**src/rtl/drac_pkg.sv**
```systemverilog
// Shared types and helpers for the Lagarto data-cache response path.
// The misalignment rule lives here so that the align unit and future forwarding logic agree.
package drac_pkg;

    localparam int unsigned DCACHE_RESP_TIMEOUT = 1024;
    localparam int unsigned TAG_W_DEF           = 5;

    typedef enum logic [2:0] {
        LD  = 3'd0,
        LW  = 3'd1,
        LWU = 3'd2,
        LH  = 3'd3,
        LHU = 3'd4,
        LB  = 3'd5,
        LBU = 3'd6
    } instr_type_t;

    typedef enum logic [1:0] {
        IDLE      = 2'd0,
        WAIT_RESP = 2'd1,
        DRAIN     = 2'd2,
        HOLD      = 2'd3
    } dc_state_t;

    typedef struct packed {
        logic                 valid;
        logic [63:0]          data;
        logic [TAG_W_DEF-1:0] rd;
        logic                 misaligned;
    } resp_dcache_cpu_t;

    // An access is misaligned when the offset is not a multiple of its size.
    function automatic logic is_misaligned(input instr_type_t t, input logic [2:0] off);
        logic mis;
        mis = 1'b0;
        case (t)
            LH, LHU: mis = off[0];
            LW, LWU: mis = |off[1:0];
            LD:      mis = |off;
            default: mis = 1'b0;
        endcase
        return mis;
    endfunction

endpackage

```
**src/rtl/lagarto_dcache_resp_if.sv**
```systemverilog
// Load/store request, cache response and CPU response signals of the dcache response block.
// The slave modport is the block itself; the master modport is the surrounding pipeline.
interface lagarto_dcache_resp_if
    import drac_pkg::*;
#(
    parameter int unsigned TAG_W = TAG_W_DEF
) ();

    logic              ld_req_valid_i;
    logic              ld_req_gnt_i;
    instr_type_t       ld_instr_type_i;
    logic [2:0]        ld_offset_i;
    logic [TAG_W-1:0]  ld_rd_i;
    logic              kill_i;
    logic              st_req_valid_i;
    logic              st_req_gnt_i;
    logic              ld_resp_valid_i;
    logic [63:0]       ld_resp_rdata_i;
    logic              resp_valid_o;
    logic              resp_ready_i;
    logic [63:0]       resp_data_o;
    logic [TAG_W-1:0]  resp_rd_o;
    logic              resp_misaligned_o;
    logic              st_done_o;
    logic              busy_o;
    logic              timeout_o;

    modport slave (
        input  ld_req_valid_i, ld_req_gnt_i, ld_instr_type_i, ld_offset_i, ld_rd_i,
        input  kill_i, st_req_valid_i, st_req_gnt_i,
        input  ld_resp_valid_i, ld_resp_rdata_i, resp_ready_i,
        output resp_valid_o, resp_data_o, resp_rd_o, resp_misaligned_o,
        output st_done_o, busy_o, timeout_o
    );

    modport master (
        output ld_req_valid_i, ld_req_gnt_i, ld_instr_type_i, ld_offset_i, ld_rd_i,
        output kill_i, st_req_valid_i, st_req_gnt_i,
        output ld_resp_valid_i, ld_resp_rdata_i, resp_ready_i,
        input  resp_valid_o, resp_data_o, resp_rd_o, resp_misaligned_o,
        input  st_done_o, busy_o, timeout_o
    );

endinterface

```
**src/rtl/lagarto_ld_align.sv**
```systemverilog
// Combinational load field extraction: shift the 64-bit word down to the byte offset,
// then sign/zero-extend by access type. Misaligned accesses return zero.
module lagarto_ld_align
    import drac_pkg::*;
(
    input  instr_type_t type_i,
    input  logic [2:0]  offset_i,
    input  logic [63:0] rdata_i,
    output logic [63:0] data_o,
    output logic        misaligned_o
);

    logic [63:0] sh;
    logic        mis;

    assign sh           = rdata_i >> {offset_i, 3'b000};
    assign mis          = is_misaligned(type_i, offset_i);
    assign misaligned_o = mis;

    always_comb begin
        data_o = '0;
        if (!mis) begin
            case (type_i)
                LB:      data_o = {{56{sh[7]}},  sh[7:0]};
                LBU:     data_o = {56'd0,        sh[7:0]};
                LH:      data_o = {{48{sh[15]}}, sh[15:0]};
                LHU:     data_o = {48'd0,        sh[15:0]};
                LW:      data_o = {{32{sh[31]}}, sh[31:0]};
                LWU:     data_o = {32'd0,        sh[31:0]};
                LD:      data_o = sh;
                default: data_o = '0;
            endcase
        end
    end

endmodule

```
**src/rtl/lagarto_dcache_resp.sv**
```systemverilog
// Tracks the single outstanding dcache load, formats its result for writeback with a
// valid/ready handshake, and produces store acks, kill draining and a watchdog timeout.
module lagarto_dcache_resp
    import drac_pkg::*;
#(
    parameter int unsigned TIMEOUT_CYCLES = DCACHE_RESP_TIMEOUT,
    parameter int unsigned TAG_W          = TAG_W_DEF
) (
    input  logic                   clk_i,
    input  logic                   rstn_i,
    lagarto_dcache_resp_if.slave   bus
);

    localparam int unsigned      CNT_W    = (TIMEOUT_CYCLES > 2) ? $clog2(TIMEOUT_CYCLES) : 1;
    localparam logic [CNT_W-1:0] CNT_LAST = CNT_W'(TIMEOUT_CYCLES - 1);

    dc_state_t          state_q, state_d;
    logic [CNT_W-1:0]   cnt_q, cnt_d;
    instr_type_t        type_q;
    logic [2:0]         offset_q;
    logic [TAG_W-1:0]   rd_q;
    resp_dcache_cpu_t   resp_q;
    logic               st_done_q;

    logic               ld_fire;
    logic               capture;
    logic               load_resp;
    logic               clear_resp;
    logic               timeout;
    logic [63:0]        align_data;
    logic               align_mis;

    assign ld_fire = bus.ld_req_valid_i & bus.ld_req_gnt_i;

    // Alignment works from the captured request, so the result is independent of the issue port.
    lagarto_ld_align u_align (
        .type_i       (type_q),
        .offset_i     (offset_q),
        .rdata_i      (bus.ld_resp_rdata_i),
        .data_o       (align_data),
        .misaligned_o (align_mis)
    );

    always_comb begin
        state_d    = state_q;
        cnt_d      = cnt_q;
        capture    = 1'b0;
        load_resp  = 1'b0;
        clear_resp = 1'b0;
        timeout    = 1'b0;
        case (state_q)
            IDLE: begin
                if (ld_fire) begin
                    state_d = WAIT_RESP;
                    cnt_d   = '0;
                    capture = 1'b1;
                end
            end
            WAIT_RESP: begin
                // A response beats the watchdog; a kill with the response drops it.
                if (bus.ld_resp_valid_i && !bus.kill_i) begin
                    state_d   = HOLD;
                    load_resp = 1'b1;
                end else if (bus.ld_resp_valid_i) begin
                    state_d = IDLE;
                end else if (cnt_q == CNT_LAST) begin
                    state_d = IDLE;
                    timeout = 1'b1;
                end else begin
                    cnt_d = cnt_q + 1'b1;
                    if (bus.kill_i) begin
                        state_d = DRAIN;
                    end
                end
            end
            DRAIN: begin
                if (bus.ld_resp_valid_i) begin
                    state_d = IDLE;
                end else if (cnt_q == CNT_LAST) begin
                    state_d = IDLE;
                    timeout = 1'b1;
                end else begin
                    cnt_d = cnt_q + 1'b1;
                end
            end
            HOLD: begin
                if (bus.resp_ready_i) begin
                    state_d    = IDLE;
                    clear_resp = 1'b1;
                end
            end
            default: state_d = IDLE;
        endcase
    end

    always_ff @(posedge clk_i or negedge rstn_i) begin
        if (!rstn_i) begin
            state_q   <= IDLE;
            cnt_q     <= '0;
            type_q    <= LD;
            offset_q  <= '0;
            rd_q      <= '0;
            resp_q    <= '0;
            st_done_q <= 1'b0;
        end else begin
            state_q   <= state_d;
            cnt_q     <= cnt_d;
            st_done_q <= bus.st_req_valid_i & bus.st_req_gnt_i;
            if (capture) begin
                type_q   <= bus.ld_instr_type_i;
                offset_q <= bus.ld_offset_i;
                rd_q     <= bus.ld_rd_i;
            end
            if (load_resp) begin
                resp_q.valid      <= 1'b1;
                resp_q.data       <= align_data;
                resp_q.rd         <= TAG_W_DEF'(rd_q);
                resp_q.misaligned <= align_mis;
            end else if (clear_resp) begin
                resp_q <= '0;
            end
        end
    end

    assign bus.resp_valid_o      = resp_q.valid;
    assign bus.resp_data_o       = resp_q.data;
    assign bus.resp_rd_o         = TAG_W'(resp_q.rd);
    assign bus.resp_misaligned_o = resp_q.misaligned;
    assign bus.st_done_o         = st_done_q;
    assign bus.busy_o            = (state_q != IDLE);
    assign bus.timeout_o         = timeout;

endmodule
```
**src/flat_wrapper.sv**
```systemverilog
// flat-port wrapper written by rule: the top's interface ports become plain ports
module lagarto_dcache_resp_flat import drac_pkg::*;
#(
    parameter int unsigned TIMEOUT_CYCLES = DCACHE_RESP_TIMEOUT,
    parameter int unsigned TAG_W          = TAG_W_DEF
)
  (clk_i, rstn_i, bus_ld_req_valid_i, bus_ld_req_gnt_i, bus_ld_instr_type_i, bus_ld_offset_i, bus_ld_rd_i, bus_kill_i, bus_st_req_valid_i, bus_st_req_gnt_i, bus_ld_resp_valid_i, bus_ld_resp_rdata_i, bus_resp_ready_i, bus_resp_valid_o, bus_resp_data_o, bus_resp_rd_o, bus_resp_misaligned_o, bus_st_done_o, bus_busy_o, bus_timeout_o);
  lagarto_dcache_resp_if #(.TAG_W(TAG_W)) bus_i ();
  input  logic clk_i;
  input  logic rstn_i;
  input wire logic [$bits(bus_i.ld_req_valid_i)-1:0] bus_ld_req_valid_i;
  input wire logic [$bits(bus_i.ld_req_gnt_i)-1:0] bus_ld_req_gnt_i;
  input wire logic [$bits(bus_i.ld_instr_type_i)-1:0] bus_ld_instr_type_i;
  input wire logic [$bits(bus_i.ld_offset_i)-1:0] bus_ld_offset_i;
  input wire logic [$bits(bus_i.ld_rd_i)-1:0] bus_ld_rd_i;
  input wire logic [$bits(bus_i.kill_i)-1:0] bus_kill_i;
  input wire logic [$bits(bus_i.st_req_valid_i)-1:0] bus_st_req_valid_i;
  input wire logic [$bits(bus_i.st_req_gnt_i)-1:0] bus_st_req_gnt_i;
  input wire logic [$bits(bus_i.ld_resp_valid_i)-1:0] bus_ld_resp_valid_i;
  input wire logic [$bits(bus_i.ld_resp_rdata_i)-1:0] bus_ld_resp_rdata_i;
  input wire logic [$bits(bus_i.resp_ready_i)-1:0] bus_resp_ready_i;
  output wire logic [$bits(bus_i.resp_valid_o)-1:0] bus_resp_valid_o;
  output wire logic [$bits(bus_i.resp_data_o)-1:0] bus_resp_data_o;
  output wire logic [$bits(bus_i.resp_rd_o)-1:0] bus_resp_rd_o;
  output wire logic [$bits(bus_i.resp_misaligned_o)-1:0] bus_resp_misaligned_o;
  output wire logic [$bits(bus_i.st_done_o)-1:0] bus_st_done_o;
  output wire logic [$bits(bus_i.busy_o)-1:0] bus_busy_o;
  output wire logic [$bits(bus_i.timeout_o)-1:0] bus_timeout_o;
  assign bus_i.ld_req_valid_i = bus_ld_req_valid_i;
  assign bus_i.ld_req_gnt_i = bus_ld_req_gnt_i;
  assign bus_i.ld_instr_type_i = bus_ld_instr_type_i;
  assign bus_i.ld_offset_i = bus_ld_offset_i;
  assign bus_i.ld_rd_i = bus_ld_rd_i;
  assign bus_i.kill_i = bus_kill_i;
  assign bus_i.st_req_valid_i = bus_st_req_valid_i;
  assign bus_i.st_req_gnt_i = bus_st_req_gnt_i;
  assign bus_i.ld_resp_valid_i = bus_ld_resp_valid_i;
  assign bus_i.ld_resp_rdata_i = bus_ld_resp_rdata_i;
  assign bus_i.resp_ready_i = bus_resp_ready_i;
  assign bus_resp_valid_o = bus_i.resp_valid_o;
  assign bus_resp_data_o = bus_i.resp_data_o;
  assign bus_resp_rd_o = bus_i.resp_rd_o;
  assign bus_resp_misaligned_o = bus_i.resp_misaligned_o;
  assign bus_st_done_o = bus_i.st_done_o;
  assign bus_busy_o = bus_i.busy_o;
  assign bus_timeout_o = bus_i.timeout_o;
  lagarto_dcache_resp #(.TIMEOUT_CYCLES(TIMEOUT_CYCLES), .TAG_W(TAG_W)) u_core (.clk_i(clk_i), .rstn_i(rstn_i), .bus(bus_i));
endmodule
```
**config.mk**
```make
export PLATFORM = sky130hd
export DESIGN_NAME = lagarto_dcache_resp_flat
export DESIGN_NICKNAME = d
export VERILOG_FILES = /design/src/rtl/drac_pkg.sv /design/src/rtl/lagarto_dcache_resp_if.sv /design/src/rtl/lagarto_ld_align.sv /design/src/rtl/lagarto_dcache_resp.sv /design/src/flat_wrapper.sv
export SDC_FILE = /design/constraint.sdc
export NUM_CORES = 1
export LEC_CHECK = 0
export BUFFER_PORTS_ARGS = -buffer_cell sky130_fd_sc_hd__buf_2
export CAP_MARGIN = 20
export CORE_MARGIN = 2
export CORE_UTILIZATION = 48
export DETAILED_ROUTE_END_ITERATION = 8
export PLACE_DENSITY = 0.73
export SYNTH_ARGS = -nofsm -noshare
export SYNTH_HDL_FRONTEND = slang
export SYNTH_SLANG_ARGS = --single-unit
```
**constraint.sdc**
```tcl
create_clock -name clk_i -period 2.53 [get_ports clk_i]
set_input_delay 0.3795 -clock clk_i [delete_from_list [all_inputs] [get_ports clk_i]]
set_output_delay 0.3795 -clock clk_i [all_outputs]
set_load 0.05 [all_outputs]
```
* Word level (Yosys, flattened, before mapping)
Index checks and enable logic that the tools add are counted.
** Cells by class
- Add/sub/neg operators :: 1
- Eq/ne operators :: 15
- Shift-type cells :: 1
- Multiplexer cells :: 29
- Bitwise operators :: 2
- Reduce and logical (&&, ||, !) cells :: 13
** Operator list (number)
- 64-bit case mux with 7 select lines :: 1
- 71-bit two-way mux :: 2
- 64-bit two-way mux :: 1
- 64-bit by 6-bit right shift with 64-bit output :: 1
- 10-bit two-way mux :: 4
- 10-bit case mux with 3 select lines :: 1
- 2-bit two-way mux :: 8
- 10-bit by 1-bit adder with 10-bit output, second input constant :: 1
- 10-bit equality test, second input constant :: 1
- 3-bit equality test, second input constant :: 3
- 1-bit two-way mux :: 9
- 2-bit case mux with 4 select lines :: 1
- 3-bit by 2-bit equality test with 1-bit output, second input constant :: 2
- 2-bit OR reduction :: 3
- 5-bit by 3-bit inequality test with 1-bit output, second input constant :: 1
- 2-bit equality test, second input constant :: 2
- 2-bit inequality test, second input constant :: 2
- 4-bit AND reduction :: 1
- 2-bit nonzero test :: 2
- 3-bit by 1-bit equality test with 1-bit output, second input constant :: 1
- 3-bit logical NOT :: 1
- 3-bit by 2-bit inequality test with 1-bit output, second input constant :: 1
- 1-bit case mux with 3 select lines :: 1
- 3-bit AND reduction :: 1
- other kinds (9) :: 10
** Storage, ports and cells
- Bits in registers :: 95
- Output and inout port bits :: 74
- Logic and storage cells :: 71

* Depth between registers and ports, before layout
- Word-level depth :: 5
- Gate-level depth with buffers :: 9
- Mapped depth without buffers :: 7

* By module
A second synthesis with hierarchy kept.
** Unflattened totals
- Cell total of the unflattened synthesis :: 605
- Area total of the unflattened synthesis :: 6321.1 µm²
** Modules (own cells, without submodules)
- lagarto_dcache_resp :: times used 1, cells each 277, area each 3837.4 µm², seq. area each 2377.3 µm²
- lagarto_ld_align :: times used 1, cells each 328, area each 2483.6 µm², seq. area each 0.0 µm²

* Worst setup path after synthesis
OpenSTA, ideal clock, no wires.
- Path kind :: register to output
- Start :: reg u_core.state_q[0]
- End :: out bus_timeout_o
- Arrival time :: 2.586 ns
- Setup slack :: -0.436 ns
- Stages on the path, launching flop included :: 5
- Buffers on the path :: 1
- Cells stage by stage :: dfrtp_1 > inv_1 > ha_1 > clkbuf_1 > nor4b_1
** Between the ends
- Word-level cells in the longest chain between the ends :: 2
** RTL lines
- from (decl) :: line lagarto_dcache_resp.sv:17 : dc_state_t state_q, state_d;
- from (signal assigned) :: line lagarto_dcache_resp.sv:106 : state_q <= state_d;
- 2-bit equality test / 2-bit by 1-bit equality test with 1-bit output (equally long branches) :: line lagarto_dcache_resp.sv:51 : case (state_q)
- 1-bit case mux with 2 select lines * :: line lagarto_dcache_resp.sv:51
- to (decl) :: line flat_wrapper.sv:28 : output wire logic [$bits(bus_i.timeout_o)-1:0] bus_timeout_o;
Every way passes the cells marked *; elsewhere a longest branch is shown, timed or not.

* Final worst setup path
- Start :: reg u_core.offset_q[0]
- End :: reg u_core.resp_q, in the netlist u_core.bus.resp_data_o[8]
** Between the ends
- Word-level cells in the longest chain between the ends :: 4
** RTL lines
- from (decl) :: line lagarto_dcache_resp.sv:20 : logic [2:0] offset_q;
- from (signal assigned) :: line lagarto_dcache_resp.sv:111 : offset_q <= bus.ld_offset_i;
- 64-bit by 6-bit right shift with 64-bit output (tied with other cells) :: line lagarto_ld_align.sv:16 : assign sh = rdata_i >> {offset_i, 3'b000};
- 64-bit case mux with 7 select lines / 1-bit case mux with 3 select lines (equally long branches) :: line lagarto_ld_align.sv:23, drac_pkg.sv:36
- 64-bit two-way mux * :: line lagarto_ld_align.sv:22 : if (!mis) begin
- 71-bit two-way mux * :: line lagarto_dcache_resp.sv:114 : if (load_resp) begin
- to (decl) :: line lagarto_dcache_resp.sv:22 : resp_dcache_cpu_t resp_q;
Marked as above.
A chain may end at the register's enable or synchronous reset.

==> impl_metrics.csv <==
group,metric,value,unit
clock_network,cts_buffers,9,
setup_path,crit_buf_inv,1,
setup_path,r2r_start,"u_core.offset_q[0]",
place,hpwl,13.4,mm
place,io_buffers,157,
logic_synthesis,yosys_warnings,0,
logic_synthesis,synthArstFlopShare,1.00,
timing,period_share,0.957,
logic_synthesis,seq_area_frac_synth,0.401,
power,leakage,3.53,nW
floorplan,die_y,115,um
floorplan,core,12100,sq um
place,globalplace.congestion,0.910,
timing,period_minus_slack,2.42,ns
global_route,grt_pass1_wl,27.8,mm
power,swShare,0.483,
clock_network,cts_root_buf,"clkbuf_16",
route,vias,5422,
setup_path,end_kind,"register",
global_route,grt_pass1_vias,5292,
global_route,grt_start_max_net_pins,70,
route,wl_per_cell,19.5,um
clock_network,cts.htree.levels,3,
floorplan,die_w,115,um
power,seqPwrFrac,0.249,
timing,drv_slew,0,
clock_network,ctsHoldBuffers,0,
route,wl,18.0,mm
setup_path,arrival,2.66,ns
finish,final_common_cell,"buf_2",
power,p_clk_frac,0.163,
place,dp_cells,903,
route,drtIter0Drc,555,
setup_path,cpMaxStageDelayCell,"buf_4",
logic_synthesis,synth_nets,678,
route,ant_nets,0,
setup_path,start_kind,"register",
finish,syn_to_final_growth,24.3,%
power,switching_power,4.40,mW
power,power,9.10,mW
clock_network,cts.sinks,95,
run,maxCapViolCount,0,
timing,tightest_slew,0.934,ns
setup_path,critPathMaxFanout,69,
floorplan,num_rows,40,
timing,setup_violations,0,
power,power.internal,4.70,mW
finish,mostFrequentLayoutCells,"buf_2 (156), dfrtp_1 (93), nand2_1 (75), mux2i_1 (54), buf_4 (35)",
timing,finalHoldViolations,0,
logic_synthesis,ys.flop_type,"dfrtp_1",
finish,final_nets,838,
route,routed_via_density,5.89,
power,ir_worst_vdd,0.741,mV
power,power_density,1230,nW/um^2
global_route,grt_antenna_before_repair,0,
power,combPwrFrac,0.588,
timing,rsz0062_at_grt,"false",
logic_synthesis,syn-cell-area,5930,sq um
logic_synthesis,synth_top_area_frac,0.401,
route,route.detailed.drc,0,
clock_network,clkTransAtPathRegs,0.07,ns
setup_path,r2r_setup_slack,0.11,ns
clock_network,cts_tree,"yes",
logic_synthesis,synth-edff-count,0,
logic_synthesis,postSynthCellCount,588,
clock_network,clkLatencyLatePin,0.35,ns
min_path,hold_path_class,"input port to asynchronous set/reset pin",
setup_path,timing_worst_setup_path_type,"register to register",
logic_synthesis,synth_area_leaders,"dfrtp_1 (40%), mux2i_1 (9.1%), a22oi_2 (6.3%), mux2_2 (6.1%), nand2_1 (4.7%)",
timing,relSlewSlack,0.376,
status,outcome,"complete, no violations",
setup_path,required,2.77,ns
finish,num-fill-cells,1023,
finish,n_antenna_cell,0,
timing,fmax,0.413,GHz
timing,fin_skew,0.00854,ns
global_route,grt_usage,0.273,
floorplan,start_util,0.492,
logic_synthesis,synth_cell_types,56,
finish,layout.cells.non_filler,921,
route,firstDrtPassIters,6,
timing,postLayoutSetupSlackWorst,0.110,ns
clock_network,clk_path_buf_depth,2,
global_route,overflow,0,
setup_path,worst_r2r_path_depth,4,
floorplan,num_io_pins,158,
setup_path,worst_path_largest_cell_delay,0.65,ns
place,dp_slack,0.0989,ns
setup_path,critPathTopFamily,"multiplexers",
setup_path,rr_endpoint,"u_core.bus.resp_data_o[8]",
floorplan,dieArea,13300,sq um
logic_synthesis,yosysTopAreaCell,"dfrtp_1",
finish,drive_above_1_share,0.382,
logic_synthesis,ys_ff_latch,95,
logic_synthesis,syn_avg_cell_area,10.1,sq um
setup_path,crit_chain,"buf_4, mux4_2, mux2_2, a221o_1",
[cells in the mapped netlist (5+ instances only)]
cell type	count
a211oi_1	14
a21boi_0	18
a21oi_1	33
a221o_1	14
a22o_1	5
a22oi_1	11
a22oi_2	30
buf_1	5
buf_2	20
clkbuf_1	16
dfrtp_1	95
ha_1	6
inv_1	5
mux2_2	32
mux2i_1	54
nand2_1	75
nand2b_1	7
nand3_1	8
nor2_1	29
nor2b_1	13
o21a_1	14
o21ai_0	21
o22ai_1	9
[worst register-to-register path, delay by kind of cell (launching register included)]
family,cells,cell delay (ns)
compound gates,1,0.32
buf+inv,1,0.65
mux,2,0.87
flops,1,0.47
[routing by layer]
layer	share of wire	GRT usage	routed length, um
met5	0	0	0
met1	0.42	0.353	7490
met3	0.083	0.0685	1500
met2	0.47	0.441	8450
met4	0.029	0.109	513
[how the worst max path moves through the flow]
stage | startpoint | end | slack, ns | cells past startpoint
5_1_grt | u_core.offset_q[0] | u_core.bus.resp_data_o[8] | 0.004 | 4
3_3_place_gp | u_core.offset_q[1] | u_core.bus.resp_data_o[56] | -0.09 | 6
2_1_floorplan | u_core.state_q[0] | bus_timeout_o | 0.27 | 4
6_report | u_core.offset_q[0] | u_core.bus.resp_data_o[8] | 0.11 | 4
4_1_cts | u_core.offset_q[1] | u_core.bus.resp_data_o[10] | 0.09 | 6
3_5_place_dp | u_core.offset_q[0] | u_core.bus.resp_data_o[8] | 0.1 | 4
[layout make-up]
type / instances / area (sq um) / area share
Clock buffer: 11 / 243 / 0.0329
Clock inverter: 5 / 81.3 / 0.0110
Inverter: 6 / 22.5 / 0.00305
Multi-Input combinational cell: 442 / 3330 / 0.451
Sequential cell: 95 / 2380 / 0.323
Tap cell: 168 / 210 / 0.0285
Timing Repair Buffer: 194 / 1110 / 0.151
[repair_timing]
action,in CTS,in global routing
endpoints found under the setup margin,0,9
buffers inserted,0,2
resized for setup,0,1
[cells by family after synthesis]
family,count (synthesis),share of synthesized area
flip-flops,95,0.401
AND/OR/NAND/NOR,160,0.127
buffers and inverters,51,0.0415
XOR/XNOR,4,0.00590
adder cells (fa/ha/maj),6,0.0126
multiplexers,90,0.167
AO/OA/AOI/OAI,182,0.245
[sequential cells by signal, indices dropped and copies added, names as in the netlist]
register	flops
u_core.bus.resp_valid_o	1
u_core.type_q	3
u_core.offset_q	3
u_core.bus.st_done_o	1
u_core.cnt_q	10
u_core.rd_q	5
u_core.bus.resp_misaligned_o	1
u_core.bus.resp_rd_o	5
u_core.bus.resp_data_o	64
u_core.state_q	2
[through the flow]
stage	area (sq um)	hold slack, ns	utilization	TNS (ns)
floorplan	5940	0.0839	-	0
finish	7380	0.0356	0.612	0
CTS	7360	0.0573	0.610	0
global route	7380	0.0791	0.612	0
global placement	7010	0.443	0.581	-0.427
detailed placement	7030	0.444	0.583	0
[power groups by stage]
stage | clock network (mW) | registers (mW) | logic (mW)
global route | 1.59 | 2.32 | 5.67
floorplan | 0 | 3.04 | 3.03
detailed placement | 0 | 2.28 | 5.23
global placement | 0 | 2.26 | 5.07
finish | 1.49 | 2.27 | 5.35
CTS | 1.52 | 2.26 | 5.26
Power figures use the tool's default switching activity.
